File: src/rtl/pipe_stage_skid.sv
// -----------------------------------------------------------------------------
// pipe_stage_skid
//
// Purpose:
//   Pipeline-stage register that carries LANES fields of W bits between two
//   stages under a valid/ready handshake. A two-entry skid buffer (main + skid)
//   lets in_ready come straight from a flop, so it never depends on out_ready
//   through combinational logic. A synchronous flush turns the stage into a
//   bubble, and reset/flush load a per-lane reset vector so the PC lane
//   restarts at the boot address.
//
// Parameters:
//   LANES    number of W-bit fields; lane i is data bits [i*W +: W]
//   W        width of one lane
//   PC_LANE  lane that resets to RST_PC (all other lanes reset to 0)
//   RST_PC   reset/flush value of lane PC_LANE (low W bits used)
//
// Ports:
//   clk        clock, all state changes on the rising edge
//   rst        asynchronous, active-high reset
//   in_valid   upstream beat present
//   in_ready   stage can accept a beat this cycle (registered)
//   in_data    upstream fields, LANES*W bits
//   flush      synchronous kill of every held beat
//   out_valid  output beat present (registered)
//   out_ready  downstream accepts the output beat
//   out_data   head-of-stage fields (registered)
//   occupancy  number of held beats, 0..2 (registered)
// -----------------------------------------------------------------------------

// Structural invariants between the registered handshake outputs.
module pipe_stage_skid_chk (
  input logic       clk,
  input logic       rst,
  input logic       in_ready,
  input logic       out_valid,
  input logic [1:0] occupancy
);

  // Only three occupancy values exist.
  a_occ_range : assert property (@(posedge clk) disable iff (rst)
    occupancy != 2'd3);

  // in_ready is low exactly when both entries are held.
  a_ready_full : assert property (@(posedge clk) disable iff (rst)
    in_ready == (occupancy != 2'd2));

  // out_valid is high exactly when at least one entry is held.
  a_valid_occ : assert property (@(posedge clk) disable iff (rst)
    out_valid == (occupancy != 2'd0));

endmodule

module pipe_stage_skid #(
  parameter int          LANES   = 4,
  parameter int          W       = 32,
  parameter int          PC_LANE = 3,
  parameter logic [31:0] RST_PC  = 32'h0000_3008
) (
  input  logic               clk,
  input  logic               rst,
  input  logic               in_valid,
  output logic               in_ready,
  input  logic [LANES*W-1:0] in_data,
  input  logic               flush,
  output logic               out_valid,
  input  logic               out_ready,
  output logic [LANES*W-1:0] out_data,
  output logic [1:0]         occupancy
);

  // Zero-extend the boot address so any W (narrower or wider than 32) works.
  localparam logic [W+31:0] RST_PC_EXT = {{W{1'b0}}, RST_PC};
  localparam logic [W-1:0]  RST_PC_W   = RST_PC_EXT[W-1:0];

  typedef enum logic [1:0] {
    ST_EMPTY = 2'd0,
    ST_ONE   = 2'd1,
    ST_FULL  = 2'd2
  } state_t;

  // Reset/flush contents: boot address in the PC lane, zero (NOP) elsewhere.
  function automatic logic [LANES*W-1:0] reset_vector();
    logic [LANES*W-1:0] rv;
    rv = '0;
    for (int i = 0; i < LANES; i++) begin
      if (i == PC_LANE) begin
        rv[i*W +: W] = RST_PC_W;
      end else begin
        rv[i*W +: W] = '0;
      end
    end
    return rv;
  endfunction

  localparam logic [LANES*W-1:0] RST_VEC = reset_vector();

  state_t             state_r;
  state_t             state_nxt_s;
  logic               in_ready_r;
  logic               out_valid_r;
  logic [1:0]         occ_r;
  logic [LANES*W-1:0] main_r;
  logic [LANES*W-1:0] skid_r;

  logic               accept_s;
  logic               take_s;
  logic               main_load_s;
  logic               main_from_skid_s;
  logic               skid_load_s;
  logic               nxt_in_ready_s;
  logic               nxt_out_valid_s;
  logic [1:0]         nxt_occ_s;

  // Handshake qualifiers; both use only registered readiness/validity.
  assign accept_s = in_valid && in_ready_r;
  assign take_s   = out_valid_r && out_ready;

  // State register.
  always_ff @(posedge clk or posedge rst) begin
    if (rst) begin
      state_r <= ST_EMPTY;
    end else begin
      state_r <= state_nxt_s;
    end
  end

  // Next-state logic; flush overrides every transition.
  always_comb begin
    state_nxt_s = state_r;
    if (flush) begin
      state_nxt_s = ST_EMPTY;
    end else begin
      case (state_r)
        ST_EMPTY: begin
          if (accept_s) begin
            state_nxt_s = ST_ONE;
          end else begin
            state_nxt_s = ST_EMPTY;
          end
        end
        ST_ONE: begin
          if (accept_s && !take_s) begin
            state_nxt_s = ST_FULL;
          end else if (!accept_s && take_s) begin
            state_nxt_s = ST_EMPTY;
          end else begin
            state_nxt_s = ST_ONE;
          end
        end
        ST_FULL: begin
          // in_ready is low here, so only a take can move the state.
          if (take_s) begin
            state_nxt_s = ST_ONE;
          end else begin
            state_nxt_s = ST_FULL;
          end
        end
        default: begin
          state_nxt_s = ST_EMPTY;
        end
      endcase
    end
  end

  // Output/control decode: datapath load enables and next registered outputs.
  always_comb begin
    main_load_s      = 1'b0;
    main_from_skid_s = 1'b0;
    skid_load_s      = 1'b0;
    case (state_r)
      ST_EMPTY: begin
        main_load_s = accept_s;
      end
      ST_ONE: begin
        if (accept_s && take_s) begin
          main_load_s = 1'b1;
        end else if (accept_s) begin
          skid_load_s = 1'b1;
        end else begin
          main_load_s = 1'b0;
        end
      end
      ST_FULL: begin
        main_load_s      = take_s;
        main_from_skid_s = 1'b1;
      end
      default: begin
        main_load_s = 1'b0;
      end
    endcase

    nxt_in_ready_s  = (state_nxt_s != ST_FULL);
    nxt_out_valid_s = (state_nxt_s != ST_EMPTY);
    case (state_nxt_s)
      ST_EMPTY: nxt_occ_s = 2'd0;
      ST_ONE:   nxt_occ_s = 2'd1;
      ST_FULL:  nxt_occ_s = 2'd2;
      default:  nxt_occ_s = 2'd0;
    endcase
  end

  // Registered handshake/status outputs, updated on the same edge as state.
  always_ff @(posedge clk or posedge rst) begin
    if (rst) begin
      in_ready_r  <= 1'b1;
      out_valid_r <= 1'b0;
      occ_r       <= 2'd0;
    end else begin
      in_ready_r  <= nxt_in_ready_s;
      out_valid_r <= nxt_out_valid_s;
      occ_r       <= nxt_occ_s;
    end
  end

  // Main and skid data registers; flush reloads the reset vector so a bubble
  // carries a NOP and the boot PC rather than stale fields.
  always_ff @(posedge clk or posedge rst) begin
    if (rst) begin
      main_r <= RST_VEC;
      skid_r <= RST_VEC;
    end else if (flush) begin
      main_r <= RST_VEC;
      skid_r <= RST_VEC;
    end else begin
      if (main_load_s) begin
        main_r <= main_from_skid_s ? skid_r : in_data;
      end else begin
        main_r <= main_r;
      end
      if (skid_load_s) begin
        skid_r <= in_data;
      end else begin
        skid_r <= skid_r;
      end
    end
  end

  assign in_ready  = in_ready_r;
  assign out_valid = out_valid_r;
  assign out_data  = main_r;
  assign occupancy = occ_r;

  pipe_stage_skid_chk u_chk (
    .clk       (clk),
    .rst       (rst),
    .in_ready  (in_ready_r),
    .out_valid (out_valid_r),
    .occupancy (occ_r)
  );

endmodule

File: config.mk
export PLATFORM = sky130hd
export DESIGN_NAME = pipe_stage_skid
export DESIGN_NICKNAME = d
export VERILOG_FILES = /design/src/rtl/pipe_stage_skid.sv
export SDC_FILE = /design/constraint.sdc
export NUM_CORES = 1
export LEC_CHECK = 0
export ABC_AREA = 0
export CELL_PAD_IN_SITES_DETAIL_PLACEMENT = 0
export CELL_PAD_IN_SITES_GLOBAL_PLACEMENT = 1
export CORE_MARGIN = 2
export CORE_UTILIZATION = 39
export CTS_CLUSTER_DIAMETER = 80
export DETAILED_ROUTE_END_ITERATION = 7
export GPL_TIMING_DRIVEN = 1
export PLACE_DENSITY = 0.92
export SYNTH_ARGS = -nofsm -noshare
export SYNTH_HDL_FRONTEND = slang
export SYNTH_HIERARCHICAL = 1
export SYNTH_SLANG_ARGS = --single-unit
File: constraint.sdc
create_clock -name clk -period 10.4 [get_ports clk]
set_input_delay 2.08 -clock clk [delete_from_list [all_inputs] [get_ports clk]]
set_output_delay 2.08 -clock clk [all_outputs]
set_load 0.01 [all_outputs]
### Yosys cells after proc, flatten, opt, wreduce, memory -nomap -nowiden

Index checks and enable logic that the tools add are counted.

* memories: 0
* bits in writable memories: 0
* flip-flop bits (word level): 262
* word-level logic and storage cells: 40
* input port bits: 133
* latch bits: 0
* ROM bits: 0

* bitwise logic cells: 0
* equal/unequal tests: 5
* multiply operators: 0
* shifts and indexed selects: 0
* multiplexer cells: 18
* magnitude comparators: 0
* divide/modulo/power cells: 0
* reductions and logical operators: 11
* add/sub/neg operators: 0

Operators by type and width (count)
* $mux 128: 5
* $mux 1: 7
* $mux 2: 3
* $pmux 2 s3: 1
* $reduce_bool 2->1: 3
* $logic_and 1x1->1: 5
* $eq 2x1->1 const B: 2
* $eq 2x2->1 const B: 2
* $pmux 2 s2: 1
* $pmux 1 s3: 1
* $logic_not 1->1: 2
* $logic_not 2->1: 1
* $ne 2x2->1 const B: 1

### Depth between registers and ports, before layout

Gate-level depths: netlist of the first run.

* depth after elaboration: 9
* mapped depth: 9

### Worst setup path before layout of the first run

Ideal clock, no wire load.

* path kind: input to register
* start: input out_ready
* end: register main_r[0] (netlist: out_data[0])
* stages on the path: 8
* slack: 6725 ps
* library setup time: 135 ps
* path buffers: 3
* data required time: 10265 ps
* data arrival time: 3541 ps
* cell sequence: and2_1 buf_2 ha_1 and3b_1 a2111oi_4 buf_2 buf_2 o31ai_1

* longest elaborated chain between the ends: 5

Ends and longest elaborated chain
* from (decl): RTL line 67 `input logic out_ready,`
* $logic_and 1x1->1 (*): RTL line 117 `assign take_s = out_valid_r && out_ready;`
* $logic_and 1x1->1: RTL line 176 `if (accept_s && take_s) begin`
* $mux 1: RTL line 176
* $pmux 1 s3 (*): RTL line 171 `case (state_r)`
* $reduce_bool 2->1 (no line) (*)
* to (signal assigned): RTL line 227 `main_r <= main_from_skid_s ? skid_r : in_data;`
* to (signal assigned): RTL line 229 `main_r <= main_r;`
* to (decl): RTL line 103 `logic [LANES*W-1:0] main_r;`

Every way passes the cells marked *; elsewhere a longest branch is shown, timed or not.
A chain may end at the register's enable or synchronous reset.

### Final worst setup path of the first run

* start: input in_valid
* end: register skid_r[9]

* longest elaborated chain between the ends: 5
* elaborated cells between the ends (all ways): 6
* those cells by class: mux (3); reduce/logical (3)

Ends and longest elaborated chain
* from (decl): RTL line 62 `input logic in_valid,`
* $logic_and 1x1->1 (*): RTL line 116 `assign accept_s = in_valid && in_ready_r;`
* $mux 1 or $logic_and 1x1->1 (tied branches): RTL line 178, 176
* $mux 1 (*): RTL line 176
* $mux 1 (*): RTL line 171
* $reduce_bool 2->1 (no line) (*)
* to (signal assigned): RTL line 232 `skid_r <= in_data;`
* to (signal assigned): RTL line 234 `skid_r <= skid_r;`
* to (decl): RTL line 104 `logic [LANES*W-1:0] skid_r;`

Marked as above.

==> flow_summary.toml, run 1 <==
[global_routing]
grt_pass1_wl_mm = 46.66
grt_overflow = 0
grt_max_degree = 219
antenna_found_initial = 2
gr-usage-all-layers_pct = 18.34
grt_pass1_vias = 8789

[power]
leakage_nw = 6.117
ir_drop_uv = 120.0
power_density_mw_per_mm2 = 173.6
total_power_mw = 2.672

[detailed_routing]
wl_mm = 29.34
vias = 9055
route.detailed.drc = 0
ant_nets = 0
first_pass_iters = 5
drt_iter0_markers = 607
wl_per_cell_um = 16.51
post_drt_via_cell_ratio = 5.096

[critical_path]
cp.required_ns = 10.85
cp-end-kind = "flip-flop"
cp.arrival_ns = 4.83
startpoint_type = "input port"
critPathSlowestCell = "buf_4"
cp_slowest_stage_delay_ns = 0.75
r2r_setup_slack_ns = 7.52
crit_type = "in2reg"
reg2reg_from = "in_ready"
crit_top_cell = "buf_4"
reg2reg_depth = 6
crit_chain = "clkdlybuf4s50_1, and4b_1, nor2b_4, buf_4, buf_4, nand2_1, a21oi_1"
crit_family = "buffers and inverters"
reg2reg_to = "skid_r[9]"
critical_path_buf_inv_count = 3
crit_fanout = 75

[yosys]
syn_avg_cell_area_sq_um = 9.960
synthCells = 1162
syn_area_sq_mm = 0.01157
synth_top_area_share_pct = 55.14
synth_area_leaders = "dfrtp_1, nand2_1, mux2i_1"
ys_ff_latch = 262
yosysWarningCount = 6
ys_types = 26
ys_seq_area_share_pct = 56.72
synth_nets = 1296
yosysTopAreaCell = "dfrtp_1"

[clock_tree]
cts_tree = "built"
path_clk_slew_ns = 0.06
clockBufferDepth = 3
hold_buffers = 0
cts_resized = 0
htree_levels = 1
clock_latency_ns = 0.54
post_cts_buffers = 0
clkSinkCount = 262
root_buffer = "clkbuf_16"
cts_inserted_buffers = 28

[timing]
clock.fmax_mhz = 228.3
period_needed_ns = 4.380
hold_viol_final = 0
timing.final.crit_share_pct = 42.11
max_slew.worst_pin.slew_ns = 1.030
setup_ws_ns = 6.020
worst_slew_margin_rel_pct = 31.37
grt_setup_unrepaired = "false"
hold-worst-slack_ns = 0.4730
slew_violations = 0
setup_tns_ns = 0
finalClockSkew_ns = 0.008991
finalSetupViolCount = 0

[cells_and_area]
nNetsFinal = 1498
post-route-util_pct = 52.36
final_layout_size_suffix_gt1_share_pct = 5.195
syn_to_final_growth_pct = 33.02
seq_area_sq_mm = 0.006565
multiInputGateArea_sq_mm = 0.004534
nFillCells = 2597

[place]
gp_congestion = 0.7581
pre_cts_slack_ns = 5.573
portBuffers = 264
dp_hpwl_mm = 17.33

[floorplanning]
io_pins = 265
core_sq_mm = 0.02940
rows = 63
die-area_sq_mm = 0.03107
die_height_um = 176.3
dieWidth_um = 176.3
start_util_pct = 39.36

[worst_hold_path]
hold_start = "out_data[111]"
min_path_type = "reg2reg"
holdPathStages = 2
min_to = "out_data[111]"

[outcome]
status = "finished, final reports clean"

[job]
cap_viol_max_count = 0
power by group:
| group | internal [mW] | switching [mW] |
|---|---|---|
| Combinational | 0.212 | 0.224 |
| Clock | 0.678 | 0.410 |
| Sequential | 1.10 | 0.0479 |
registers in the layout, summed over array words and instances (netlist names):
register	flops
out_valid	1
in_ready	1
out_data	128
occupancy	2
skid_r	128
state_r	2
layout by cell type (no fill, tap or decap):
cell type,instances
inv_1,3
and4b_1,1
bufinv_16,4
clkdlybuf4s50_1,263
nor3_1,1
clkbuf_8,11
o31ai_1,125
a221oi_1,1
o21ai_0,5
inv_8,1
nor3b_1,1
inv_6,1
dfrtp_1,255
nand2_1,385
and4bb_2,1
nand2b_1,1
dfstp_2,7
clkinv_2,4
buf_12,3
a21oi_1,130
or3_1,1
nor2b_1,3
nor2b_4,2
a2111oi_4,1
a211oi_1,3
ha_1,1
nand3b_1,3
nor2_1,2
and3b_1,1
mux2i_1,125
clkbuf_1,3
and2_1,1
buf_4,6
clkinvlp_4,1
diode_2,1
clkbuf_16,29
nand2b_4,1
worst reg2reg max path, cell delays in order, from the launching register on:
cell and delay (ns):
dfstp_2 0.56, and4b_1 0.31, nor2b_4 0.18, buf_4 0.50, buf_4 0.80, nand2_1 0.27, a21oi_1 0.18
worst max path at each step:
| stage | slack [ns] | end | cells past startpoint | start |
|---|---|---|---|---|
| final | 6.02 | skid_r[9] | 7 | in_valid |
| after global routing | 5.91 | skid_r[9] | 7 | in_valid |
| after CTS | 6.08 | skid_r[9] | 7 | in_valid |
| after detailed placement | 5.57 | skid_r[66] | 7 | in_valid |
| after global placement | 5.61 | skid_r[66] | 7 | in_valid |
| after floorplan | 1.12 | occupancy[0] | 1 | rst |
cell usage after synthesis:
library cell  count
nor2b_1           5
or3_1             1
and2_1            1
a211oi_1          3
nand2b_1          2
nor3b_1           1
a21oi_1         130
and4bb_2          1
clkbuf_1         43
buf_4            12
nand3b_1          3
dfstp_2           7
o21ai_0           5
dfrtp_1         255
nand2_1         385
nor2_1            2
buf_2            46
a2111oi_4         1
mux2i_1         125
inv_1             4
and4b_1           1
a221oi_1          1
and3b_1           1
ha_1              1
o31ai_1         125
nor3_1            1
cells by family after synthesis:
family | synth area share (%)
fa+ha+maj | 0.1081
buf+inv | 4.292
compound gates | 14.45
mux | 10.81
simple gates | 13.61
flops | 56.72
routing by layer:
metal,GRT usage (%),vias to the layer above,part of all wire [%]
met3,4.113,42,6.6
met2,28.92,237,46
met1,25.76,4394,45
li1,-,4382,-
met4,4.545,0,1.9
met5,0,-,0
metrics by stage:
stage | instance area [sq um] | instances
after floorplan | 11570 | 1162
after global placement | 14360 | 1724
after detailed placement | 14360 | 1724
after CTS | 15390 | 1776
after global routing | 15390 | 1777
final | 15390 | 1777
layout make-up:
class,instances,area share [%]
antenna,1,0.01625
clock buffer,42,5.681
clock inverter,10,1.016
inverter,4,0.1463
multi-input combinational,795,29.45
sequential,262,42.64
tap,390,3.170
timing repair buffer,273,17.87
(Power assumes the default switching activity.)
==> inputs of run 2 (changes only) <==
CORE_UTILIZATION = 35   (was 39)
PLACE_DENSITY = 0.88   (was 0.92)
clock period = 3.55 ns   (was 10.4 ns; I/O delays follow)
==> flow_summary.toml, run 2 (synthesized netlist as in run 1, its figures left out) <==
[outcome]
status = "finished, final reports clean"

[detailed_routing]
drt_iter0_markers = 609
vias = 9221
wl_mm = 30.46
post_drt_via_cell_ratio = 5.020
ant_nets = 0
first_pass_iters = 5
route.detailed.drc = 0
wl_per_cell_um = 16.58

[floorplanning]
io_pins = 265
core_sq_mm = 0.03254
start_util_pct = 35.57
dieWidth_um = 185.8
rows = 66
die-area_sq_mm = 0.03454
die_height_um = 185.8

[timing]
setup_ws_ns = 1.029
finalClockSkew_ns = 0.01247
grt_setup_unrepaired = "false"
slew_violations = 0
clock.fmax_mhz = 396.7
max_slew.worst_pin.slew_ns = 1.021
hold_viol_final = 0
worst_slew_margin_rel_pct = 31.92
setup_tns_ns = 0
finalSetupViolCount = 0
timing.final.crit_share_pct = 71.01
period_needed_ns = 2.521

[clock_tree]
cts_resized = 0
htree_levels = 1
clock_latency_ns = 0.55
clockBufferDepth = 3
path_clk_slew_ns = 0.06
clkSinkCount = 262
post_cts_buffers = 0
hold_buffers = 0
root_buffer = "clkbuf_16"
cts_inserted_buffers = 30
cts_tree = "built"

[critical_path]
crit_chain = "clkdlybuf4s50_1, and2_1, ha_1, and3b_1, a2111oi_4, buf_12, buf_12, nand2_1, o31ai_1"
cp-end-kind = "flip-flop"
reg2reg_depth = 8
r2r_setup_slack_ns = 1.21
crit_fanout = 37
cp.required_ns = 3.99
cp-startpoint = "out_ready"
crit_type = "in2reg"
reg2reg_to = "out_data[64]"
cp.arrival_ns = 2.97
startpoint_type = "input port"
reg2reg_from = "out_valid"
critPathSlowestCell = "a2111oi_4"
cp_slowest_stage_delay_ns = 0.48
crit_top_cell = "buf_12"

[global_routing]
grt_max_degree = 155
grt_overflow = 0
gr-usage-all-layers_pct = 17.49
grt_pass1_wl_mm = 48.69
grt_pass1_vias = 9060
antenna_found_initial = 0

[power]
total_power_mw = 7.553
power_density_mw_per_mm2 = 486.1
leakage_nw = 6.142
ir_drop_uv = 442.2

[cells_and_area]
layout_commonest_cell = "nand2_1"
syn_to_final_growth_pct = 34.25
nNetsFinal = 1511
nFillCells = 3023
final_layout_size_suffix_gt1_share_pct = 5.237
fin_area_sq_mm = 0.01554
mostFrequentLayoutCells = "nand2_1, clkdlybuf4s50_1, dfrtp_1"
post-route-util_pct = 47.75

[worst_hold_path]
min_path_type = "in2async"

[place]
pre_cts_slack_ns = 0.4851
placed_area_sq_mm = 0.01464
dp_hpwl_mm = 18.76
portBuffers = 264
gp_congestion = 0.7699

[job]
cap_viol_max_count = 0
-- run 2: changes by cell type in the layout (fill, tap and decap cells not counted) --
cell       before  now
clkbuf_16      29   31
clkbuf_1        3   10
clkinv_2        4    3
buf_12          3   14
inv_8           1    0
clkbuf_8       11    5
bufinv_16       4    0
-- run 2: metrics by stage --
| stage | hold slack [ns] | std cells |
|---|---|---|
| finish | 0.4391 | 1837 |
| global route | 0.4245 | 1836 |
| CTS | 0.4128 | 1836 |
| detailed placement | 0.4646 | 1787 |
| global placement | 0.4599 | 1787 |
| floorplan | 0.4645 | 1162 |
-- run 2: cell type report --
| class | instances | area, sq um | area share [%] |
|---|---|---|---|
| diodes | 1 | 2.502 | 0.01611 |
| repair buffers | 284 | 2972 | 19.13 |
| clock buffers | 45 | 868.3 | 5.589 |
| inverters | 4 | 18.77 | 0.1208 |
| multi-input cells | 795 | 4534 | 29.18 |
| clock inverters | 4 | 23.77 | 0.1530 |
| well taps | 442 | 553.0 | 3.559 |
| flip-flops and latches | 262 | 6565 | 42.25 |
-- run 2: critical path: cells and delay by family --
kind / cells / cell delay (ns)
compound gates: 2 / 0.56
buf+inv: 3 / 0.87
simple gates: 3 / 0.54
fa+ha+maj: 1 / 0.24
-- run 2: how the worst max path moves through the flow --
stage                              end  slack (ns)
after floorplan           occupancy[0]       -0.61
after global placement    out_data[41]        0.54
after detailed placement  out_data[38]        0.49
after CTS                 out_data[93]        1.06
after global routing      out_data[38]        0.90
final                     out_data[64]        1.03
-- run 2: per-layer routing --
layer / up-vias / wire (um) / global-route usage (%)
li1: 4403 / - / -
met1: 4519 / 13210 / 23.61
met2: 259 / 14120 / 27.96
met4: 0 / 718 / 4.409
met5: - / 0 / 0
met3: 40 / 2416 / 4.657
-- run 2: power breakdown --
part	internal, mW	switching [mW]
combinational	0.661	0.668
sequential	3.22	0.141
clock	1.66	1.20
total	5.55	2.01
==> inputs of run 3 (changes only) <==
clock period = 2.22 ns   (was 3.55 ns; I/O delays follow)
==> flow_summary.toml, run 3 (synthesized netlist as in run 1, its figures left out) <==
[timing]
slew_violations = 0
setup_ws_ns = 0.1014
max_slew.worst_pin.slew_ns = 0.7783
grt_setup_unrepaired = "false"
finalSetupViolCount = 0
finalClockSkew_ns = 0.007021
clock.fmax_mhz = 472.0
period_needed_ns = 2.119
timing.final.crit_share_pct = 95.43
hold_viol_final = 0
hold-worst-slack_ns = 0.2071
worst_slew_margin_rel_pct = 48.11

[global_routing]
grt_overflow = 0
antenna_found_initial = 0
grt_pass1_wl_mm = 48.96
grt_max_degree = 162
gr-usage-all-layers_pct = 17.63
grt_pass1_vias = 9284

[critical_path]
reg2reg_depth = 8
cp.required_ns = 2.65
cp-end-kind = "flip-flop"
crit_type = "reg2reg"
cp.arrival_ns = 2.55
startpoint_type = "flip-flop"
crit_fanout = 50

[cells_and_area]
final_layout_size_suffix_gt1_share_pct = 6.690
final_cells = 1862
nNetsFinal = 1531
mostFrequentLayoutCells = "nand2_1, clkdlybuf4s50_1, dfrtp_1"
syn_to_final_growth_pct = 36.17
n_antenna_cell = 0
layout_commonest_cell = "nand2_1"

[detailed_routing]
drt_iter0_markers = 488
vias = 9255
route.detailed.drc = 0
wl_mm = 30.79
ant_nets = 0
wl_per_cell_um = 16.54
post_drt_via_cell_ratio = 4.970
first_pass_iters = 4

[floorplanning]
dieWidth_um = 185.8
core_sq_mm = 0.03254
die_height_um = 185.8
die-area_sq_mm = 0.03454
io_pins = 265
rows = 66
start_util_pct = 35.57

[clock_tree]
clock_latency_ns = 0.54
cts_inserted_buffers = 29
root_buffer = "clkbuf_16"
path_clk_slew_ns = 0.06
post_cts_buffers = 0
clkSinkCount = 262
clockBufferDepth = 3
cts_tree = "built"
htree_levels = 1

[worst_hold_path]
min_path_type = "in2reg"
holdPathStages = 2

[power]
ir_drop_uv = 500.2
leakage_nw = 6.270
total_power_mw = 12.19
power_density_mw_per_mm2 = 773.2

[place]
gp_congestion = 0.7855
placed_cells = 1808
pre_cts_slack_ns = -0.3778
dp_hpwl_mm = 20.10
portBuffers = 264

[job]
cap_viol_max_count = 0

[outcome]
status = "finished, final reports clean"
-- run 3: cell count changes in the layout (fill, tap and decap cells not counted) --
cell / previous run / this run
clkbuf_16: 31 / 29
diode_2: 1 / 0
bufinv_16: 0 / 1
clkbuf_8: 5 / 7
buf_4: 6 / 24
buf_16: 0 / 1
buf_12: 14 / 16
clkbuf_1: 10 / 14
-- run 3: repair_timing --
item	CTS	global route
gates resized for setup	0	1
hold buffers	0	0
setup endpoints to repair	0	1
-- run 3: power breakdown --
group,switching (mW),internal (mW),total (mW)
Clock,1.89,2.73,4.62
Combinational,1.08,1.10,2.18
Sequential,0.231,5.15,5.38
-- run 3: layout make-up --
class	instances	area, sq um
clock inverter	5	53.80
timing repair buffer	305	3174
tap	442	553.0
sequential	262	6565
clock buffer	49	860.8
fill	3032	16780
multi-input combinational	795	4534
inverter	4	18.77
-- run 3: path summary, 6_finish.rpt --
path	from	end	slack (ns)
setup reg to reg	out_valid	out_data[30]	0.10
setup / recovery	out_valid	out_data[30]	0.10
max in group asynchronous	rst	skid_r[127]	1.28
hold reg to reg	out_data[90]	out_data[90]	0.47
min in group asynchronous	rst	skid_r[68]	0.30
hold / removal	flush	in_ready	0.21
-- run 3: metrics by stage --
| stage | area [sq um] | utilization, % | setup TNS [ns] |
|---|---|---|---|
| 2_1_floorplan | 11580 | - | -432.16 |
| 3_3_place_gp | 14840 | 45.60 | -34.34 |
| 3_5_place_dp | 14840 | 45.60 | -37.37 |
| 4_1_cts | 15750 | 48.42 | 0 |
| 5_1_grt | 15760 | 48.44 | 0 |
| 6_report | 15760 | 48.44 | 0 |
-- run 3: worst max-delay path, cell delays in order, from the launching register on --
cell and delay, ns:
dfrtp_1 0.37, and2_1 0.19, ha_1 0.19, and3b_1 0.19, a2111oi_4 0.37, buf_12 0.26, buf_16 0.24, nand2_1 0.09
o31ai_1 0.08
-- run 3: metal layers --
| metal | vias up | track usage (%) | wire length (um) |
|---|---|---|---|
| met2 | 248 | 29.43 | 14740 |
| met3 | 42 | 2.778 | 1794 |
| met1 | 4511 | 23.90 | 13610 |
| met4 | 0 | 4.661 | 648 |
| li1 | 4454 | - | - |
| met5 | - | 0 | 0 |
